<file path="config.mk">
export PLATFORM = sky130hd
export DESIGN_NAME = alu_ctrl_md
export DESIGN_NICKNAME = d
export VERILOG_FILES = /design/src/rtl/alu_ctrl_md.sv
export SDC_FILE = /design/constraint.sdc
export NUM_CORES = 2
export LEC_CHECK = 0
export CAP_MARGIN = 20
export CORE_UTILIZATION = 45
export CTS_BUF_LIST = sky130_fd_sc_hd__clkbuf_8
export DETAILED_ROUTE_END_ITERATION = 8
export DONT_BUFFER_PORTS = 1
export GPL_ROUTABILITY_DRIVEN = 1
export PLACE_DENSITY_LB_ADDON = 0.2
export SLEW_MARGIN = 30
export SYNTH_ARGS = -nofsm -noshare
export SYNTH_HDL_FRONTEND = slang
export SYNTH_SLANG_ARGS = --single-unit
</file>
<file path="constraint.sdc">
create_clock -name clk -period 5.2 [get_ports clk]
set_clock_uncertainty 0.2 [all_clocks]
set_input_delay 0.78 -clock clk [delete_from_list [all_inputs] [get_ports clk]]
set_output_delay 0.78 -clock clk [all_outputs]
set_load 0.01 [all_outputs]
</file>
<file path="src/rtl/alu_ctrl_md.sv">
// ALU control with RV32M: combinational ALU-select decode, one-cycle multiply and a
// radix-2 iterative divider with a Valid/Stall/Done handshake. Optional macro: ALU_CTRL_MD_DIV_EARLY_OUT_EN.
module alu_ctrl_md #(
  parameter int XLEN  = 32,
  parameter int SIG_W = 5
) (
  input  logic             clk,
  input  logic             rst,
  input  logic [2:0]       ALUOp,
  input  logic [2:0]       Funct3,
  input  logic [6:0]       Funct7,
  input  logic             Valid,
  input  logic             Flush,
  input  logic [XLEN-1:0]  Rs1Data,
  input  logic [XLEN-1:0]  Rs2Data,
  output logic [SIG_W-1:0] ALUSignal,
  output logic             IsMd,
  output logic             Stall,
  output logic             MdDone,
  output logic [XLEN-1:0]  MdResult,
  output logic [1:0]       dbg_state
);

  localparam int CW = $clog2(XLEN);

  localparam logic [SIG_W-1:0] SIG_ADD  = SIG_W'(0);
  localparam logic [SIG_W-1:0] SIG_SUB  = SIG_W'(1);
  localparam logic [SIG_W-1:0] SIG_SLL  = SIG_W'(2);
  localparam logic [SIG_W-1:0] SIG_SLT  = SIG_W'(3);
  localparam logic [SIG_W-1:0] SIG_SLTU = SIG_W'(4);
  localparam logic [SIG_W-1:0] SIG_XOR  = SIG_W'(5);
  localparam logic [SIG_W-1:0] SIG_SRL  = SIG_W'(6);
  localparam logic [SIG_W-1:0] SIG_SRA  = SIG_W'(7);
  localparam logic [SIG_W-1:0] SIG_OR   = SIG_W'(8);
  localparam logic [SIG_W-1:0] SIG_AND  = SIG_W'(9);
  localparam logic [SIG_W-1:0] SIG_MUL  = SIG_W'(10);

  localparam logic [6:0] F7_BASE = 7'b0000000;
  localparam logic [6:0] F7_ALT  = 7'b0100000;
  localparam logic [6:0] F7_MD   = 7'b0000001;

  // Multiplies finish on the start edge itself, so there is no separate multiply state.
  typedef enum logic [1:0] {
    S_IDLE = 2'd0,
    S_DIV  = 2'd1,
    S_DONE = 2'd2
  } state_t;

  state_t state, state_n;

  function automatic logic [SIG_W-1:0] base_op(input logic [2:0] f3);
    case (f3)
      3'b001:  return SIG_SLL;
      3'b010:  return SIG_SLT;
      3'b011:  return SIG_SLTU;
      3'b100:  return SIG_XOR;
      3'b101:  return SIG_SRL;
      3'b110:  return SIG_OR;
      3'b111:  return SIG_AND;
      default: return SIG_ADD;
    endcase
  endfunction

  // Divide-by-zero and signed-overflow results; div0 takes precedence.
  function automatic logic [XLEN-1:0] special_res(input logic [2:0] f3,
                                                  input logic [XLEN-1:0] a,
                                                  input logic div0);
    if (div0) return f3[1] ? a : '1;
    else      return f3[1] ? '0 : a;
  endfunction

  always_comb begin
    ALUSignal = SIG_ADD;
    IsMd      = 1'b0;
    case (ALUOp)
      3'b000: begin
        if (Funct7 == F7_BASE) begin
          ALUSignal = base_op(Funct3);
        end else if (Funct7 == F7_ALT) begin
          if (Funct3 == 3'b000)      ALUSignal = SIG_SUB;
          else if (Funct3 == 3'b101) ALUSignal = SIG_SRA;
        end else if (Funct7 == F7_MD) begin
          ALUSignal = SIG_MUL + SIG_W'(Funct3);
          IsMd      = 1'b1;
        end
      end
      3'b001: begin
        if (Funct3 == 3'b101) ALUSignal = (Funct7 == F7_ALT) ? SIG_SRA : SIG_SRL;
        else                  ALUSignal = base_op(Funct3);
      end
      3'b011:  ALUSignal = SIG_SUB;
      default: ALUSignal = SIG_ADD;
    endcase
  end

  logic start;
  logic a_neg_in, b_neg_in, div0_in, ovf_in;
  logic [XLEN-1:0] a_abs_in, b_abs_in;

  assign start    = Valid & IsMd & (state == S_IDLE) & ~Flush;
  assign a_neg_in = ~Funct3[0] & Rs1Data[XLEN-1];
  assign b_neg_in = ~Funct3[0] & Rs2Data[XLEN-1];
  assign a_abs_in = a_neg_in ? (~Rs1Data + 1'b1) : Rs1Data;
  assign b_abs_in = b_neg_in ? (~Rs2Data + 1'b1) : Rs2Data;
  assign div0_in  = (Rs2Data == '0);
  assign ovf_in   = ~Funct3[0] & (Rs1Data == {1'b1, {(XLEN-1){1'b0}}}) & (Rs2Data == '1);

  // Both operands extended to 2*XLEN so one unsigned multiplier covers all four signedness mixes.
  logic              ma_sgn, mb_sgn;
  logic [2*XLEN-1:0] ma, mb, prod;
  logic [XLEN-1:0]   mul_res;

  assign ma_sgn  = (Funct3[1:0] != 2'b11) & Rs1Data[XLEN-1];
  assign mb_sgn  = (Funct3[1:0] == 2'b01) & Rs2Data[XLEN-1];
  assign ma      = {{XLEN{ma_sgn}}, Rs1Data};
  assign mb      = {{XLEN{mb_sgn}}, Rs2Data};
  assign prod    = ma * mb;
  assign mul_res = (Funct3[1:0] == 2'b00) ? prod[XLEN-1:0] : prod[2*XLEN-1:XLEN];

  logic [2:0]      op_q;
  logic [XLEN-1:0] a_raw_q, quo_q, rem_q, dvs_q, md_result_q;
  logic            a_neg_q, b_neg_q, div0_q, ovf_q;
  logic [CW-1:0]   cnt_q;

  logic [XLEN:0]   shifted, diff;
  logic            q_bit;
  logic [XLEN-1:0] quo_n, rem_n, quo_fix, rem_fix, div_final;

  // Restoring step: dividend bits shift out of quo_q into the partial remainder.
  assign shifted   = {rem_q, quo_q[XLEN-1]};
  assign diff      = shifted - {1'b0, dvs_q};
  assign q_bit     = ~diff[XLEN];
  assign rem_n     = q_bit ? diff[XLEN-1:0] : shifted[XLEN-1:0];
  assign quo_n     = {quo_q[XLEN-2:0], q_bit};
  assign quo_fix   = (a_neg_q ^ b_neg_q) ? (~quo_n + 1'b1) : quo_n;
  assign rem_fix   = a_neg_q ? (~rem_n + 1'b1) : rem_n;
  assign div_final = (div0_q | ovf_q) ? special_res(op_q, a_raw_q, div0_q)
                                      : (op_q[1] ? rem_fix : quo_fix);

  always_comb begin
    state_n = state;
    case (state)
      S_IDLE: begin
        if (start) begin
          if (!Funct3[2]) begin
            state_n = S_DONE;
          end else begin
`ifdef ALU_CTRL_MD_DIV_EARLY_OUT_EN
            state_n = (div0_in || ovf_in) ? S_DONE : S_DIV;
`else
            state_n = S_DIV;
`endif
          end
        end
      end
      S_DIV: begin
        if (Flush)               state_n = S_IDLE;
        else if (cnt_q == '0)    state_n = S_DONE;
      end
      S_DONE:  state_n = S_IDLE;
      default: state_n = S_IDLE;
    endcase
  end

  always_ff @(posedge clk or posedge rst) begin
    if (rst) state <= S_IDLE;
    else     state <= state_n;
  end

  always_ff @(posedge clk or posedge rst) begin
    if (rst) begin
      op_q        <= '0;
      a_raw_q     <= '0;
      quo_q       <= '0;
      rem_q       <= '0;
      dvs_q       <= '0;
      a_neg_q     <= 1'b0;
      b_neg_q     <= 1'b0;
      div0_q      <= 1'b0;
      ovf_q       <= 1'b0;
      cnt_q       <= '0;
      md_result_q <= '0;
    end else begin
      case (state)
        S_IDLE: begin
          if (start) begin
            op_q    <= Funct3;
            a_raw_q <= Rs1Data;
            quo_q   <= a_abs_in;
            rem_q   <= '0;
            dvs_q   <= b_abs_in;
            a_neg_q <= a_neg_in;
            b_neg_q <= b_neg_in;
            div0_q  <= div0_in;
            ovf_q   <= ovf_in;
            cnt_q   <= CW'(XLEN - 1);
            if (!Funct3[2]) begin
              md_result_q <= mul_res;
            end
`ifdef ALU_CTRL_MD_DIV_EARLY_OUT_EN
            else if (div0_in || ovf_in) begin
              md_result_q <= special_res(Funct3, Rs1Data, div0_in);
            end
`endif
          end
        end
        S_DIV: begin
          if (!Flush) begin
            quo_q <= quo_n;
            rem_q <= rem_n;
            cnt_q <= cnt_q - CW'(1);
            if (cnt_q == '0) md_result_q <= div_final;
          end
        end
        default: ;
      endcase
    end
  end

  assign MdDone    = (state == S_DONE);
  assign MdResult  = md_result_q;
  assign Stall     = Valid & IsMd & ~MdDone & ~Flush;
  assign dbg_state = state;

endmodule

</file>
==> flow_summary.html <==
<table>
<tr><th>Metric</th><th>Value</th></tr>
<tr><th colspan="2">Status</th></tr>
<tr><td>Result of the run</td><td>complete, but fails checks</td></tr>
<tr><td>Failing checks</td><td>negative setup slack</td></tr>
<tr><th colspan="2">Routing</th></tr>
<tr><td>Iteration count of the initial detailed-routing pass</td><td>6</td></tr>
<tr><td>Final Routed Wirelength</td><td>between 150000 and 200000 um</td></tr>
<tr><td>Remaining DRCs</td><td>0</td></tr>
<tr><td>Average wire per standard cell</td><td>22.1 um</td></tr>
<tr><td>Via count</td><td>41333</td></tr>
<tr><td>Violation count after the first detailed-route iteration</td><td>2950</td></tr>
<tr><td>DRT antenna net count</td><td>0</td></tr>
<tr><td>Vias per cell</td><td>about 5.5</td></tr>
<tr><th colspan="2">Placed design</th></tr>
<tr><td>Pre-CTS setup slack</td><td>-3190 ps</td></tr>
<tr><td>Routability-driven placement congestion ratio</td><td>around 0.95</td></tr>
<tr><td>Placed wire-length estimate</td><td>around 120000 um</td></tr>
<tr><td>Buffers added on ports</td><td>0</td></tr>
<tr><td>Post-placement cell count</td><td>about 7500</td></tr>
<tr><th colspan="2">STA</th></tr>
<tr><td>Headroom to the max-slew limit</td><td>35.9%</td></tr>
<tr><td>Hold Violations, Final</td><td>0</td></tr>
<tr><td>Setup repair after global routing missed its margin</td><td>yes</td></tr>
<tr><td>Transition time of the tightest slew-check pin</td><td>~960 ps</td></tr>
<tr><td>TNS Setup</td><td>-72190 ps</td></tr>
<tr><td>Final critical-path setup slack</td><td>-2470 ps</td></tr>
<tr><td>Highest attainable clock frequency</td><td>between 0.1 and 0.15 GHz</td></tr>
<tr><td>Ratio of final minimum period to clock period</td><td>147%</td></tr>
<tr><td>Number of setup violations in the final report</td><td>32</td></tr>
<tr><td>Slew Limit Fails</td><td>0</td></tr>
<tr><td>Final min period</td><td>7670 ps</td></tr>
<tr><th colspan="2">Worst hold path</th></tr>
<tr><td>Type of the tightest min-delay check</td><td>in -&gt; async</td></tr>
<tr><th colspan="2">Yosys</th></tr>
<tr><td>Largest cells by area after synthesis</td><td>fa_1 (44%), inv_1 (9.2%), dfrtp_1 (8.4%), nand2_1 (7.9%), ha_1 (6.2%)</td></tr>
<tr><td>Top cell type by total area after synthesis</td><td>fa_1</td></tr>
<tr><td>Distinct cell type count after synthesis</td><td>~90</td></tr>
<tr><td>Post-Syn Area per Cell</td><td>about 8.5 um2</td></tr>
<tr><td>Dominant synthesized flop cell</td><td>dfrtp_1</td></tr>
<tr><td>Fraction of registers with async set or reset after synthesis</td><td>100%</td></tr>
<tr><td>Post-Synthesis Cells</td><td>about 6000</td></tr>
<tr><td>Top-area cell type share of the netlist area</td><td>between 40% and 50%</td></tr>
<tr><td>Number of warnings issued by yosys</td><td>0</td></tr>
<tr><td>Sequential area share after synthesis</td><td>8.39%</td></tr>
<tr><td>Flip-flop and latch count after synthesis</td><td>around 170</td></tr>
<tr><td>Nets in the synthesized netlist</td><td>about 7500</td></tr>
<tr><td>Area of the mapped netlist</td><td>a little over 50000 um2</td></tr>
<tr><td>Number of enable flip-flop cells after synthesis</td><td>0</td></tr>
<tr><th colspan="2">Clocking</th></tr>
<tr><td>Number of buffers inserted for hold repair after clock tree synthesis</td><td>0</td></tr>
<tr><td>CTS tree</td><td>yes</td></tr>
<tr><td>Number of buffers created by CTS</td><td>17</td></tr>
<tr><td>CTS sink cnt</td><td>between 150 and 200</td></tr>
<tr><td>Root Buffer Master</td><td>clkbuf_8</td></tr>
<tr><td>H-Tree Level Count</td><td>4</td></tr>
<tr><td>Clock input transition at the sequential cells of the worst setup and hold paths</td><td>between 100 and 150 ps</td></tr>
<tr><td>Bufs on Longest Clock Path</td><td>2</td></tr>
<tr><td>Source-to-sink clock delay at the later pin of the worst-skew pair</td><td>510 ps</td></tr>
<tr><th colspan="2">Setup path</th></tr>
<tr><td>Data arrival time of the worst path</td><td>~7900 ps</td></tr>
<tr><td>Biggest fanout along the worst timing path</td><td>13</td></tr>
<tr><td>Critical path class</td><td>in -&gt; reg</td></tr>
<tr><td>Slowest library cell on the worst path</td><td>fa_1</td></tr>
<tr><td>Critical path launch point type</td><td>primary input</td></tr>
<tr><td>Worst Setup End Kind</td><td>flip-flop</td></tr>
<tr><td>Library cell appearing most often on the critical path</td><td>fa_1</td></tr>
<tr><td>Stage delay of the slowest cell on the critical path</td><td>between 500 and 600 ps</td></tr>
<tr><td>Data required time of the critical path</td><td>approximately 5400 ps</td></tr>
<tr><th colspan="2">Global route</th></tr>
<tr><td>Pin count of the biggest net entering global routing</td><td>173</td></tr>
<tr><td>Total gr overflow</td><td>0</td></tr>
<tr><td>Global-route wire length before repair</td><td>roughly 260000 um</td></tr>
<tr><td>Gr usage total</td><td>slightly below 30%</td></tr>
<tr><td>Number of antenna violations at the first check in global routing</td><td>4</td></tr>
<tr><td>Via count of the first global-routing pass</td><td>43704</td></tr>
<tr><th colspan="2">Finish</th></tr>
<tr><td>Post-layout utilization of the core</td><td>between 50% and 60%</td></tr>
<tr><td># nets final</td><td>between 7000 and 8000</td></tr>
<tr><td>Number of fillers in the final layout</td><td>10745</td></tr>
<tr><td>Leading cell types in the layout, fill and taps excluded</td><td>inv_1 (1202), fa_1 (1094), nand2_1 (1044)</td></tr>
<tr><td>Area used by multi-input combinational logic</td><td>roughly 42000 um2</td></tr>
<tr><td>FF/Latch Area</td><td>between 4000 and 5000 um2</td></tr>
<tr><td>Fraction of final layout cells with drive strength greater than 1</td><td>roughly 12%</td></tr>
<tr><td>Leading cell type in the layout, fill and taps excluded</td><td>inv_1</td></tr>
<tr><td>Non-filler instance count after layout</td><td>7566</td></tr>
<tr><td>Area growth syn-to-layout</td><td>10.9%</td></tr>
<tr><th colspan="2">Die</th></tr>
<tr><td>Number of rows created at floorplan</td><td>approximately 120</td></tr>
<tr><td>Boundary pin count</td><td>roughly 120</td></tr>
<tr><td>Die Width</td><td>between 300 and 400 um</td></tr>
<tr><td>Die Y-Extent</td><td>between 300 and 400 um</td></tr>
<tr><td>Placeable core region</td><td>around 110000 um2</td></tr>
<tr><td>Die Outline Area</td><td>between 100000 and 150000 um2</td></tr>
<tr><td>Initial cell density of the core</td><td>between 40 and 50%</td></tr>
<tr><th colspan="2">Flow run</th></tr>
<tr><td>Max-cap violation count</td><td>0</td></tr>
</table>
==> through the flow <==
stage          hold slack, ps  cell area, um2
2_1_floorplan             246           52900
3_3_place_gp              258           55000
3_5_place_dp              264           55000
4_1_cts                   156           56400
5_1_grt                  30.6           56900
6_report                 12.1           56900
==> layer usage <==
layer  wire length, um  GRT usage [%]
met5               175           1.02
met4              4610           7.47
met3             14900           6.88
met2             75400           45.8
met1             72300           41.3
==> area by class of cell <==
class / count / area share (%)
diodes: 7 / 0.0308
clock inverters: 14 / 0.301
flip-flops and latches: 172 / 7.56
clock buffers: 18 / 0.435
multi-input cells: 4200 / 74.4
inverters: 1258 / 8.33
well taps: 1500 / 3.30
repair buffers: 397 / 5.68
==> what timing repair did <==
item / in CTS / in global routing
buffers inserted: 34 / 15
pin swaps: 174 / 131
gates cloned: 0 / 0
endpoints found under the setup margin: 32 / 32
gates resized for setup: 174 / 101
==> worst paths after layout <==
path	from	to	slack, ps	depth (start not counted)
max	Funct3[1]	MdResult[31]	-2470	30
min in group clk	Rs1Data[30]	a_raw_q[30]	170	2
min reg2reg	dvs_q[25]	dvs_q[25]	290	2
min	rst	dvs_q[14]	10	2
max in group asynchronous	rst	a_raw_q[12]	3840	3
max reg2reg	quo_q[31]	MdResult[28]	-120	23
==> worst max-delay path: cells and delay by family <==
family,cells,cell delay [ps]
and+or+nand+nor,7,970
AOI/OAI and AO/OA,3,500
xor gates and xnor gates,1,180
buffers and inverters,10,1010
adders and majority gates,9,4440
==> logic make-up after synthesis <==
group	synth area share [%]
AOI/OAI and AO/OA	9.35
xor gates and xnor gates	3.55
adders and majority gates	50.1
buffers and inverters	12.0
DFF	8.39
muxes	0.617
and+or+nand+nor	16.0
==> sequential cells by signal, summed over array words and instances (netlist names) <==
signal and count:
MdResult 32, a_neg_q 1, a_raw_q 32, b_neg_q 1
cnt_q 5, dbg_state 2, div0_q 1, dvs_q 32
op_q 1, ovf_q 1, quo_q 32, rem_q 32
==> cells in the mapped netlist (all sizes together) (6+ instances only) <==
cell type and n:
a211oi 25, a21o 54, a21oi 218, a221oi 17, a22o 6, a311oi 9, a31oi 31, and2 274
and3 30, and4 6, buf 72, clkbuf 309, dfrtp 172, fa 1126, ha 255, inv 1257
mux2i 26, nand2 1077, nand2b 24, nand3 43, nand3b 7, nand4 22, nor2 190, nor2b 17
nor3 47, nor4 28, o211ai 20, o21a 23, o21ai 222, o21bai 13, o22ai 22, o31a 10
o31ai 21, o41ai 12, or2 12, or3 21, or4 7, xnor2 112, xor2 96
Power is not shown: default switching activity piles up to over one toggle a cycle in this logic, so the estimate is an artifact.
